## src/rtl/fifo_arb_pkg.sv

```systemverilog
// Shared types and constants for the FIFO write-port arbiter.
// Optional feature macro used by the arbiter: FIFO_WR_ARB_PRIO0_EN.
package fifo_arb_pkg;

    // Two-state arbiter FSM: arbitrate in IDLE, stream a burst in GRANT.
    typedef enum logic [0:0] {
        ARB_IDLE  = 1'b0,
        ARB_GRANT = 1'b1
    } arb_state_e;

    // Beat counter width; covers BURST_MAX up to 255.
    localparam int unsigned BEAT_CNT_W = 8;

    // Width of a requester index; never narrower than one bit.
    function automatic int unsigned grant_idx_w(input int unsigned num_req);
        return (num_req > 1) ? $clog2(num_req) : 1;
    endfunction

endpackage

```

## src/rtl/fifo_wr_arbiter_rr_pick.sv

```systemverilog
// Combinational round-robin picker: scans the request vector starting
// just after last_ptr (wrapping) and reports the first requester found.
module rr_pick
    import fifo_arb_pkg::*;
#(
    parameter int N  = 4,
    parameter int IW = grant_idx_w(N)
) (
    input  logic [N-1:0]  req,
    input  logic [IW-1:0] last_ptr,
    output logic [N-1:0]  pick_onehot,
    output logic [IW-1:0] pick_idx,
    output logic          pick_any
);

    // Candidate k is (last_ptr + k) mod N; the lowest k with a request wins.
    always_comb begin
        pick_onehot = '0;
        pick_idx    = '0;
        pick_any    = 1'b0;
        for (int k = 1; k <= N; k++) begin
            for (int j = 0; j < N; j++) begin
                if (!pick_any && req[j] && (j == ((int'(last_ptr) + k) % N))) begin
                    pick_any       = 1'b1;
                    pick_idx       = IW'(j);
                    pick_onehot[j] = 1'b1;
                end
            end
        end
    end

endmodule

```

## src/rtl/fifo_wr_arbiter.sv

```systemverilog
// Round-robin arbiter sharing the FIFO write port between NUM_REQ
// requesters with burst ownership (until last or BURST_MAX beats).
// Optional macro FIFO_WR_ARB_PRIO0_EN: requester 0 wins every arbitration
// it takes part in; the others keep round-robin among themselves.
module fifo_wr_arbiter
    import fifo_arb_pkg::*;
#(
    parameter  int NUM_REQ   = 4,
    parameter  int DATAWIDTH = 8,
    parameter  int BURST_MAX = 16,
    localparam int IW        = grant_idx_w(NUM_REQ)
) (
    input  logic                           wr_clk,
    input  logic                           wr_rst,
    input  logic [NUM_REQ-1:0]             req_valid,
    input  logic [NUM_REQ-1:0]             req_last,
    input  logic [NUM_REQ*DATAWIDTH-1:0]   req_data,
    output logic [NUM_REQ-1:0]             req_ready,
    input  logic                           o_fifo_full,
    output logic                           wr_en,
    output logic [DATAWIDTH-1:0]           wr_data,
    output logic [IW-1:0]                  grant_id,
    output logic                           busy
);

    arb_state_e              state_q, state_d;
    logic [IW-1:0]           grant_id_q, grant_id_d;
    logic [BEAT_CNT_W-1:0]   beat_cnt_q, beat_cnt_d;

    logic [DATAWIDTH-1:0]    req_data_arr [NUM_REQ];
    logic [NUM_REQ-1:0]      rr_req;
    logic [NUM_REQ-1:0]      unused_rr_onehot;
    logic [IW-1:0]           rr_idx;
    logic                    rr_any;
    logic [IW-1:0]           win_idx;
    logic                    win_any;
    logic                    accept;
    logic                    end_of_burst;

    // Unpack the flat data bus into one word per requester.
    generate
        for (genvar gi = 0; gi < NUM_REQ; gi++) begin : g_slice
            assign req_data_arr[gi] = req_data[gi*DATAWIDTH +: DATAWIDTH];
        end
    endgenerate

`ifdef FIFO_WR_ARB_PRIO0_EN
    // Requester 0 is handled by the priority override, not by the rotation.
    assign rr_req = req_valid & ~NUM_REQ'(1);
`else
    assign rr_req = req_valid;
`endif

    rr_pick #(
        .N  (NUM_REQ),
        .IW (IW)
    ) u_rr_pick (
        .req         (rr_req),
        .last_ptr    (grant_id_q),
        .pick_onehot (unused_rr_onehot),
        .pick_idx    (rr_idx),
        .pick_any    (rr_any)
    );

    // Winner of the next arbitration, with optional requester-0 override.
    always_comb begin
        win_any = rr_any;
        win_idx = rr_idx;
`ifdef FIFO_WR_ARB_PRIO0_EN
        if (req_valid[0]) begin
            win_any = 1'b1;
            win_idx = '0;
        end
`endif
    end

    // Beat acceptance: only the owner, only in GRANT, never into a full FIFO.
    assign accept       = (state_q == ARB_GRANT) && req_valid[grant_id_q] && !o_fifo_full;
    assign end_of_burst = req_last[grant_id_q] ||
                          (beat_cnt_q == BEAT_CNT_W'(BURST_MAX - 1));

    // Next-state logic for the FSM, grant pointer and beat counter.
    always_comb begin
        state_d    = state_q;
        grant_id_d = grant_id_q;
        beat_cnt_d = beat_cnt_q;
        case (state_q)
            ARB_IDLE: begin
                if (win_any) begin
                    state_d    = ARB_GRANT;
                    grant_id_d = win_idx;
                    beat_cnt_d = '0;
                end
            end
            ARB_GRANT: begin
                // A stalled or silent owner keeps the port with the count frozen.
                if (accept) begin
                    if (end_of_burst) begin
                        state_d    = ARB_IDLE;
                        beat_cnt_d = '0;
                    end else begin
                        beat_cnt_d = beat_cnt_q + 1'b1;
                    end
                end
            end
            default: begin
                state_d    = ARB_IDLE;
                beat_cnt_d = '0;
            end
        endcase
    end

    // State registers; reset points the grant at the last requester so
    // requester 0 is first in line.
    always_ff @(posedge wr_clk or negedge wr_rst) begin
        if (!wr_rst) begin
            state_q    <= ARB_IDLE;
            grant_id_q <= IW'(NUM_REQ - 1);
            beat_cnt_q <= '0;
        end else begin
            state_q    <= state_d;
            grant_id_q <= grant_id_d;
            beat_cnt_q <= beat_cnt_d;
        end
    end

    // Ready goes only to the owner, and only while the FIFO has room.
    always_comb begin
        req_ready = '0;
        if ((state_q == ARB_GRANT) && !o_fifo_full) begin
            req_ready[grant_id_q] = 1'b1;
        end
    end

    assign wr_en    = accept;
    assign wr_data  = req_data_arr[grant_id_q];
    assign grant_id = grant_id_q;
    assign busy     = (state_q == ARB_GRANT);

endmodule
```

## config.mk

```make
export PLATFORM = sky130hd
export DESIGN_NAME = fifo_wr_arbiter
export DESIGN_NICKNAME = d
export VERILOG_FILES = /design/src/rtl/fifo_arb_pkg.sv /design/src/rtl/fifo_wr_arbiter_rr_pick.sv /design/src/rtl/fifo_wr_arbiter.sv
export SDC_FILE = /design/constraint.sdc
export NUM_CORES = 1
export LEC_CHECK = 0
export CAP_MARGIN = 20
export CORE_UTILIZATION = 37
export DETAILED_ROUTE_END_ITERATION = 6
export GPL_TIMING_DRIVEN = 0
export HOLD_SLACK_MARGIN = 0.03
export PLACE_DENSITY = 0.81
export SETUP_SLACK_MARGIN = 0.3
export SLEW_MARGIN = 20
export SYNTH_ARGS = -nofsm -noshare
export SYNTH_HDL_FRONTEND = slang
export SYNTH_SLANG_ARGS = --single-unit
```

## constraint.sdc

```tcl
create_clock -name wr_clk -period 2.8 [get_ports wr_clk]
set_input_delay 0.28 -clock wr_clk [delete_from_list [all_inputs] [get_ports wr_clk]]
set_output_delay 0.28 -clock wr_clk [all_outputs]
set_load 0.02 [all_outputs]
```

==> results of run 1 <==
==> where the power goes <==
group / internal [W] / leakage [nW] / switching (W)
Clock: 0.0000551 / 0.0150 / 0.0000499
Combinational: 0.000442 / 0.535 / 0.000431
Sequential: 0.000201 / 0.141 / 0.0000282
==> per-stage QoR <==
stage	total power (W)	util, %
after floorplan	0.0007810	-
after global placement	0.001102	67.40
after detailed placement	0.001120	67.40
after CTS	0.001221	68.59
after global routing	0.001289	68.92
final	0.001208	68.92
==> synth_stat cells (2+ instances only) <==
cell type and number:
o32a_1 2, nor2_1 8, mux4_2 6, mux4_1 4, nand2_1 8, nand2b_1 2, nor3_1 2, o21ai_0 3
dfrtp_1 9, or4_1 2, and3_1 2, a21oi_1 4, a22o_1 5, nand3_1 5, dfstp_2 2, nor2b_1 4
inv_1 6
==> layer usage <==
layer  GRT usage (%)  up-vias
li1                -      490
met1           25.23      480
met2           38.61       40
met3           5.217        4
met4           7.895        0
met5               0        -
==> path summary, 6_finish.rpt <==
kind | startpoint | endpoint | slack [ps] | cells after the start
max | grant_id[1] | req_ready[3] | 450 | 4
min | wr_rst | beat_cnt_q[0] | 340 | 1
max reg2reg | grant_id[0] | beat_cnt_q[0] | 480 | 5
min reg2reg | beat_cnt_q[7] | beat_cnt_q[7] | 550 | 1
max in group asynchronous | wr_rst | grant_id[1] | 2120 | 1
min in group wr_clk | beat_cnt_q[7] | beat_cnt_q[7] | 550 | 1
==> flip-flops by register name (all words and copies together) (netlist names) <==
register    count
grant_id        2
beat_cnt_q      8
busy            1
==> cell type report <==
type / count / share of cell area, %
multi-input cells: 71 / 39.00
repair buffers: 58 / 36.57
well taps: 28 / 2.193
clock buffers: 4 / 1.644
flip-flops and latches: 11 / 17.38
inverters: 6 / 1.410
plain buffers: 4 / 1.801
==> what timing repair did <==
item	4_1_cts	5_1_grt
endpoints found under the setup margin	10	3
gates resized for setup	6	3
hold endpoints to repair	0	0
==> worst max-delay path, cell delays in order (launching register included) <==
cell	delay, ps
dfstp_2	530
clkbuf_2	220
buf_2	280
and3_1	180
clkdlybuf4s50_1	600
==> kinds of logic after synthesis <==
kind of cell / synth area share [%]
adder cells (fa/ha/maj): 1.321
flip-flops: 29.33
AND/OR/NAND/NOR: 20.21
buffers and inverters: 4.886
multiplexers: 26.55
AO/OA/AOI/OAI: 17.70
==> results_dict.tcl, run 1 <==
set metrics [dict create \
    status "complete, no violations" \
    worst_hold_path_type "in2async" \
    timing.critical_path.from_type "flop" \
    detail_route.vias_per_cell 5.571 \
    final_cell_area_um2 1598 \
    grt_first_pass_wirelength_mm 4.312 \
    areaGrowthSynthToFinish_pct 68.69 \
    crit_path_arrival_time_ps 2070 \
    ant_nets 0 \
    leakagePower_nw 0.6917 \
    syn-cell-area_um2 947.2 \
    syn-mean-instance-area_um2 10.30 \
    top_signal_layer_used "met4" \
    fp.dieW_um 52.60 \
    multi_input_gate_area_um2 623.1 \
    synth_fp_nets 136 \
    netlist_instances 92 \
    dp.final_hpwl_mm 2.264 \
    crit_type "reg2out" \
    met2RoutedLength_mm 1.354 \
    cts_num_sinks 11 \
    commonest_cells_after_routing_fill_and_taps_aside "clkdlybuf4s50_1 (52), dfrtp_1 (9), nand2_1 (8), nor2_1 (8)" \
    chipHeight_um 52.60 \
    total_count_of_hold_check_failures_in_the_final_report 0 \
    end_kind "output port" \
    synth-seq-cells 11 \
    ys_types 35 \
    routed_wire_length_per_instance_um 14.91 \
    worst_ep_required_time_ps 2520 \
    synth-edff-count 0 \
    cts.htree.levels 1 \
    final_period_minus_worst_setup_slack_ps 2345 \
    maximum_number_of_pins_on_one_net_before_global_route_repair 12 \
    placeableCoreArea_um2 2318 \
    seqCellArea_um2 277.8 \
    overflow 0 \
    final_critical_path_setup_slack_ps 454.5 \
    synth_async_sr_flop_share_pct 100.0 \
    final_common_cell "clkdlybuf4s50_1" \
    maxClockFrequency_ghz 0.4264 \
    finalSetupTns_ps 0 \
    tritoncts.num_buffers 3 \
    clk_path_buf_depth 2 \
    synth_flop_cell "dfrtp_1" \
    timing.final.max_slew_violations 0 \
    hold_ws_ps 336.8 \
    clk_pin_slew_ps 70 \
    route.met3.wl_um 240 \
    worst_slew_pin_tran_ps 579.4 \
    highest_ir_drop_seen_on_vdd_mv 0.5614 \
    die_area_um2 2766 \
    track_usage_pct 21.84 \
    synth.area.top_cells "dfrtp_1 (24%), mux4_2 (14%), mux4_1 (11%), dfstp_2 (5.5%), a22o_1 (4.6%)" \
    postCtsSetupBuffers 0 \
    dp_worst_setup_slack_ps 269.1 \
    timing.final.setup_violations 0 \
    dr.first_iter.drc_count 19 \
    clock-root-buffer "clkbuf_4" \
    first_global_vias 977 \
    synth_largest_area_cell "dfrtp_1" \
    gp_congestion 0.8478 \
    max_slew_margin_pct 61.14 \
    pwr_density_cell_nw_per_um2 755.8 \
    drv.max_cap_violation_count 0 \
    start_util_pct 40.85 \
    routed-via-count 1014 \
    worstPathMaxFanout 10 \
    synth_warn 0 \
    synth_top_area_share_pct 23.78 \
    drt_pre_antenna_iters 4 \
    num_antenna_cells 0 \
    setup_clock_skew_after_layout_ps 1.427 \
    rsz0062_at_grt "false" \
    fin_cells 182 \
    detail_route.drc_violations 0 \
    port_buffers 58 \
    fp-row-count 17 \
    grt_antenna_before_repair 0 \
    layout.nets 199 \
    clock_insertion_delay_worst_skew_ps 260 \
    final.period_utilization_pct 83.77 \
    fillerInstances 174 \
    proportion_of_synthesized_chip_area_in_sequential_cells_pct 29.33 \
    placed_cells 178 \
    wl_mm 2.713 \
    wl_met1_mm 1.081 \
    cts.hold.buffers_added 0 \
    tritoncts_clock_tree "done" \
    drive_gt1_share_pct 11.04 \
    placed_cell_area_um2 1563 \
    num_io_pins 59 \
]
(Power assumes the default switching activity.)
==> run 2: changes to the inputs <==
==> constraint.sdc (replaced) <==
create_clock -name wr_clk -period 2.25 [get_ports wr_clk]
set_input_delay 0.225 -clock wr_clk [delete_from_list [all_inputs] [get_ports wr_clk]]
set_output_delay 0.225 -clock wr_clk [all_outputs]
set_load 0.02 [all_outputs]
==> run 2 against run 1 <==
Net effect: via count increased by 13%; routed wire length increased by 20%; sequential share of layout area decreased by 1.9 points; design area increased by 12%; global-route usage increased by 3.6 points; clock skew increased by 2.7 ps; clock power increased by 31%; die area unchanged; flip-flop and latch count unchanged; sequential power increased by 28%; core utilization increased by 8.6 points; largest cell class is now buffers.
==> results_dict.tcl, run 2 (same netlist as run 1, synthesis figures left out) <==
set metrics [dict create \
    fp.dieW_um 52.60 \
    grt_antenna_before_repair 0 \
    final_cell_area_um2 1797 \
    die_area_um2 2766 \
    crit_path_arrival_time_ps 2290 \
    detail_route.drc_violations 0 \
    first_global_vias 1112 \
    wl_mm 3.250 \
    end_kind "flop" \
    grt_first_pass_wirelength_mm 5.057 \
    clock_insertion_delay_worst_skew_ps 280 \
    num_io_pins 59 \
    top_register "beat_cnt_q" \
    tritoncts_clock_tree "done" \
    tritoncts.num_buffers 3 \
    cts_num_sinks 11 \
    maximum_number_of_pins_on_one_net_before_global_route_repair 12 \
    cts.hold.buffers_added 0 \
    routed-via-count 1146 \
    detail_route.vias_per_cell 5.730 \
    leakagePower_nw 0.8061 \
    status "complete, no violations" \
    placed_cell_area_um2 1562 \
    worst_setup_path_startpoint "grant_id[0]" \
    layout.nets 217 \
    gp_congestion 0.8574 \
    global_route.peak_usage_layer "met2" \
    highest_ir_drop_seen_on_vdd_mv 0.9202 \
    worst_ep_required_time_ps 2460 \
    max_slew_margin_pct 61.73 \
    dp_worst_setup_slack_ps -251.5 \
    areaGrowthSynthToFinish_pct 89.70 \
    ant_nets 0 \
    multi_input_gate_area_um2 656.9 \
    overflow 0 \
    final.period_utilization_pct 92.52 \
    chipHeight_um 52.60 \
    maxClockFrequency_ghz 0.4804 \
    clk_path_buf_depth 2 \
    hold_ws_ps 285.9 \
    final_critical_path_setup_slack_ps 168.2 \
    critical_path.reg2reg.startpoint "grant_id[0]" \
    worst_hold_path_type "in2async" \
    port_buffers 58 \
    commonest_cells_after_routing_fill_and_taps_aside "clkdlybuf4s50_1 (45), buf_4 (14), mux4_2 (10), dfrtp_1 (9), buf_6 (9)" \
    total_count_of_hold_check_failures_in_the_final_report 0 \
    drt_pre_antenna_iters 5 \
    timing.final.max_slew_violations 0 \
    global_route.usage.met1_pct 29.20 \
    track_usage_pct 25.47 \
    final_period_minus_worst_setup_slack_ps 2082 \
    largest_register_ff_count 8 \
    reg2regPathDepth 5 \
    worst_slew_pin_tran_ps 569.7 \
    placeableCoreArea_um2 2318 \
    dp.final_hpwl_mm 2.288 \
    timing.final.setup_violations 0 \
    cts.htree.levels 1 \
    timing.critical_path.from_type "flop" \
    setup_clock_skew_after_layout_ps 4.149 \
    rrSetupSlack_ps 170 \
    start_util_pct 40.85 \
    clk_pin_slew_ps 70 \
    final_common_cell "clkdlybuf4s50_1" \
    seqCellArea_um2 277.8 \
    clock-root-buffer "clkbuf_4" \
    fraction_of_met3_tracks_used_by_global_routing_pct 8.116 \
    routed_wire_length_per_instance_um 16.25 \
    drv.max_cap_violation_count 0 \
    pwr_density_cell_nw_per_um2 1084 \
    grtUsageMet2_pct 41.98 \
    fp-row-count 17 \
    rsz0062_at_grt "true" \
    critical_path.reg2reg.endpoint "beat_cnt_q[6]" \
    drive_gt1_share_pct 33.14 \
    fillerInstances 150 \
    crit_type "reg2reg" \
    dr.first_iter.drc_count 30 \
    worstPathMaxFanout 5 \
    num_antenna_cells 0 \
]
## run 2: changes by cell type in the layout (fill, tap and decap cells not counted), moves of 3 or more
| cell | delta |
|---|---|
| mux4_2 | +4 |
| buf_6 | +8 |
| buf_2 | +3 |
| clkdlybuf4s50_1 | -7 |
| mux4_1 | -4 |
| buf_4 | +13 |
## run 2: worst max-delay path, stage by stage, from the launching register on
cell and delay [ps]:
dfstp_2 550, buf_8 120, mux4_2 540, a211o_1 310
or4_1 410, nand3_1 90
## run 2: per-layer routing
layer / up-vias / share of wire, %
met4: 0 / 1.8
met1: 549 / 39
met3: 10 / 11
met5: - / 0
met2: 64 / 48
li1: 523 / -
## run 2: worst max path at each step
stage | slack (ps) | end
detailed placement | -250 | wr_data[2]
finish | 170 | beat_cnt_q[6]
floorplan | 190 | beat_cnt_q[0]
global placement | -180 | wr_data[2]
global route | 120 | beat_cnt_q[2]
CTS | 80 | req_ready[1]
## run 2: power breakdown
group	total [W]	internal, W	switching [W]
clock	0.000138	0.0000688	0.0000697
sequential	0.000292	0.000251	0.0000413
combinational	0.00152	0.000852	0.000664
total	0.00195	0.00117	0.000775
## run 2: area by class of cell
type,instances,share of cell area (%)
well taps,28,1.950
repair buffers,76,40.81
clock buffers,4,1.462
multi-input cells,71,36.56
inverters,6,1.253
plain buffers,4,2.507
flip-flops and latches,11,15.46
## run 2: what timing repair did
action	4_1_cts	5_1_grt
gates resized for setup	61	18
buffers inserted	12	5
gates cloned	1	0
endpoints found under the setup margin	21	19
pin swaps	4	3
## run 2: per-stage QoR
stage	instances	setup TNS, ps	util, %	total power (W)
6_report	200	0	77.50	0.001947
5_1_grt	200	0	77.50	0.002065
4_1_cts	195	0	74.69	0.001828
3_5_place_dp	178	-1528	67.35	0.001407
3_3_place_gp	178	-962.5	67.35	0.001382
2_1_floorplan	92	0	-	0.0009797
==> run 3: changes to the inputs <==
--- a/config.mk
+++ b/config.mk
@@ -6,6 +6,7 @@
 export NUM_CORES = 1
 export LEC_CHECK = 0
 export CAP_MARGIN = 20
+export CORE_ASPECT_RATIO = 1.1
 export CORE_UTILIZATION = 37
 export DETAILED_ROUTE_END_ITERATION = 6
 export GPL_TIMING_DRIVEN = 0
==> run 3 against run 2 <==
Net effect: cell count decreased by 0.50%; non-clock buffer count decreased by 3; flip-flop and latch count did not move; critical path type is now reg2out; worst hold slack got worse by 1.0 ps.
==> results_dict.tcl, run 3 (same netlist as run 1, synthesis figures left out) <==
set metrics [dict create \
    status "complete, no violations" \
    cts_num_sinks 11 \
    placeableCoreArea_um2 2342 \
    final_critical_path_setup_slack_ps 185.3 \
    grt_antenna_before_repair 0 \
    areaGrowthSynthToFinish_pct 89.56 \
    timing.critical_path.slowest_cell_delay_ps 540 \
    drive_gt1_share_pct 34.32 \
    cpMostUsedCell "buf_6" \
    power.clock.fraction_pct 7.0 \
    clock_insertion_delay_worst_skew_ps 270 \
    cts.htree.levels 1 \
    detail_route.drc_violations 0 \
    dp_worst_setup_slack_ps -194.4 \
    worst_slew_pin_tran_ps 580.0 \
    post-layout-total-power_w 0.001955 \
    routed-via-count 1125 \
    clock-root-buffer "clkbuf_4" \
    gp_congestion 0.8312 \
    p_int_w 0.001173 \
    overflow 0 \
    end_kind "output port" \
    dp.final_hpwl_mm 2.400 \
    final.period_utilization_pct 91.76 \
    layout.nets 214 \
    start_util_pct 40.44 \
    top_register "beat_cnt_q" \
    clk_pin_slew_ps 70 \
    crit_type "reg2out" \
    fp-row-count 18 \
    critical_path.reg2reg.startpoint "grant_id[0]" \
    first_global_vias 1111 \
    crit_path_arrival_time_ps 1840 \
    routed_wire_length_per_instance_um 16.39 \
    leakagePower_nw 0.7769 \
    highest_ir_drop_seen_on_vdd_mv 0.7163 \
    ant_nets 0 \
    num_io_pins 59 \
    crit_family "flip-flops" \
    worst_setup_path_startpoint "grant_id[0]" \
    worst_hold_path_type "in2async" \
    timing.critical_path.from_type "flop" \
    timing.final.setup_violations 0 \
    final_common_cell "clkdlybuf4s50_1" \
    maxClockFrequency_ghz 0.4843 \
    worst_ep_required_time_ps 2030 \
    num_antenna_cells 0 \
    fp.dieW_um 50.24 \
    drt_pre_antenna_iters 4 \
    critical_path.slowest_cell "dfstp_2" \
    grt_first_pass_wirelength_mm 4.954 \
    total_count_of_hold_check_failures_in_the_final_report 0 \
    comb_power_share_pct 78.1 \
    commonest_cells_after_routing_fill_and_taps_aside "clkdlybuf4s50_1 (45), buf_6 (15), buf_4 (10), mux4_2 (10), dfrtp_1 (9)" \
    worstPathMaxFanout 5 \
    rsz0062_at_grt "true" \
    max_slew_margin_pct 61.04 \
    largest_register_ff_count 8 \
    clk_path_buf_depth 2 \
    critical_path.cell_chain "buf_6 > mux4_2 > buf_6 > nand2_4 > inv_2 > buf_6" \
    drv.max_cap_violation_count 0 \
    pwr_density_cell_nw_per_um2 1089 \
    seq_power_share_pct 14.8 \
    switching_share_pct 40.03 \
    maximum_number_of_pins_on_one_net_before_global_route_repair 12 \
    chipHeight_um 55.07 \
    die_area_um2 2766 \
    final_period_minus_worst_setup_slack_ps 2065 \
    setup_clock_skew_after_layout_ps 4.453 \
    port_buffers 58 \
    power_switching_w 0.0007828 \
    track_usage_pct 24.86 \
    timing.final.max_slew_violations 0 \
    tritoncts.num_buffers 3 \
    finalSetupTns_ps 0 \
    cp_num_buf_inv 4 \
    wl_mm 3.262 \
    detail_route.vias_per_cell 5.653 \
    tritoncts_clock_tree "done" \
    dr.first_iter.drc_count 18 \
]
==> run 3: path summary, 6_finish.rpt <==
check / cells after the start / slack [ps] / end
setup / recovery: 6 / 190 / wr_en
hold / removal: 1 / 280 / beat_cnt_q[5]
setup reg to reg: 6 / 220 / beat_cnt_q[0]
hold reg to reg: 1 / 550 / beat_cnt_q[7]
max in group asynchronous: 1 / 1600 / grant_id[1]
min in group wr_clk: 1 / 550 / beat_cnt_q[7]
==> run 3: power groups by stage <==
stage	logic, W	registers, W	clock network, W
floorplan	0.000665	0.000315	0
global placement	0.00110	0.000290	0
detailed placement	0.00112	0.000293	0
CTS	0.00136	0.000288	0.000136
global route	0.00162	0.000295	0.000146
finish	0.00153	0.000290	0.000137
==> run 3: per-stage QoR <==
| step | hold WS [ps] | utilization [%] | cell area (um^2) | cells |
|---|---|---|---|---|
| 4_1_cts | 297.8 | 73.24 | 1715 | 196 |
| 2_1_floorplan | -70.59 | - | 945.9 | 92 |
| 5_1_grt | 335.4 | 76.66 | 1795 | 199 |
| 3_5_place_dp | 530.7 | 66.77 | 1564 | 180 |
| 6_report | 284.9 | 76.66 | 1795 | 199 |
| 3_3_place_gp | 520.1 | 66.77 | 1564 | 180 |
==> run 3: area by class of cell <==
cell class                      count  area (um^2)
Timing Repair Buffer               73        728.2
Clock buffer                        4        26.28
Inverter                            6        22.52
Multi-Input combinational cell     71        661.9
Fill cell                         170        546.8
Sequential cell                    11        277.8
Tap cell                           30        37.54
Buffer                              4        41.29
==> run 3: what timing repair did <==
item | CTS | global route
pin swaps | 5 | 7
gates cloned | 2 | 0
hold buffers | 0 | 0
buffers inserted | 10 | 3
endpoints found under the setup margin | 21 | 21
resized for setup | 59 | 38
==> run 3: routing by layer <==
metal / part of all wire [%] / GRT usage (%) / wire length [um]
met5: 0 / 0 / 0
met4: 2.5 / 10.95 / 83
met3: 7.4 / 5.464 / 243
met2: 54 / 51.56 / 1759
met1: 36 / 23.50 / 1175
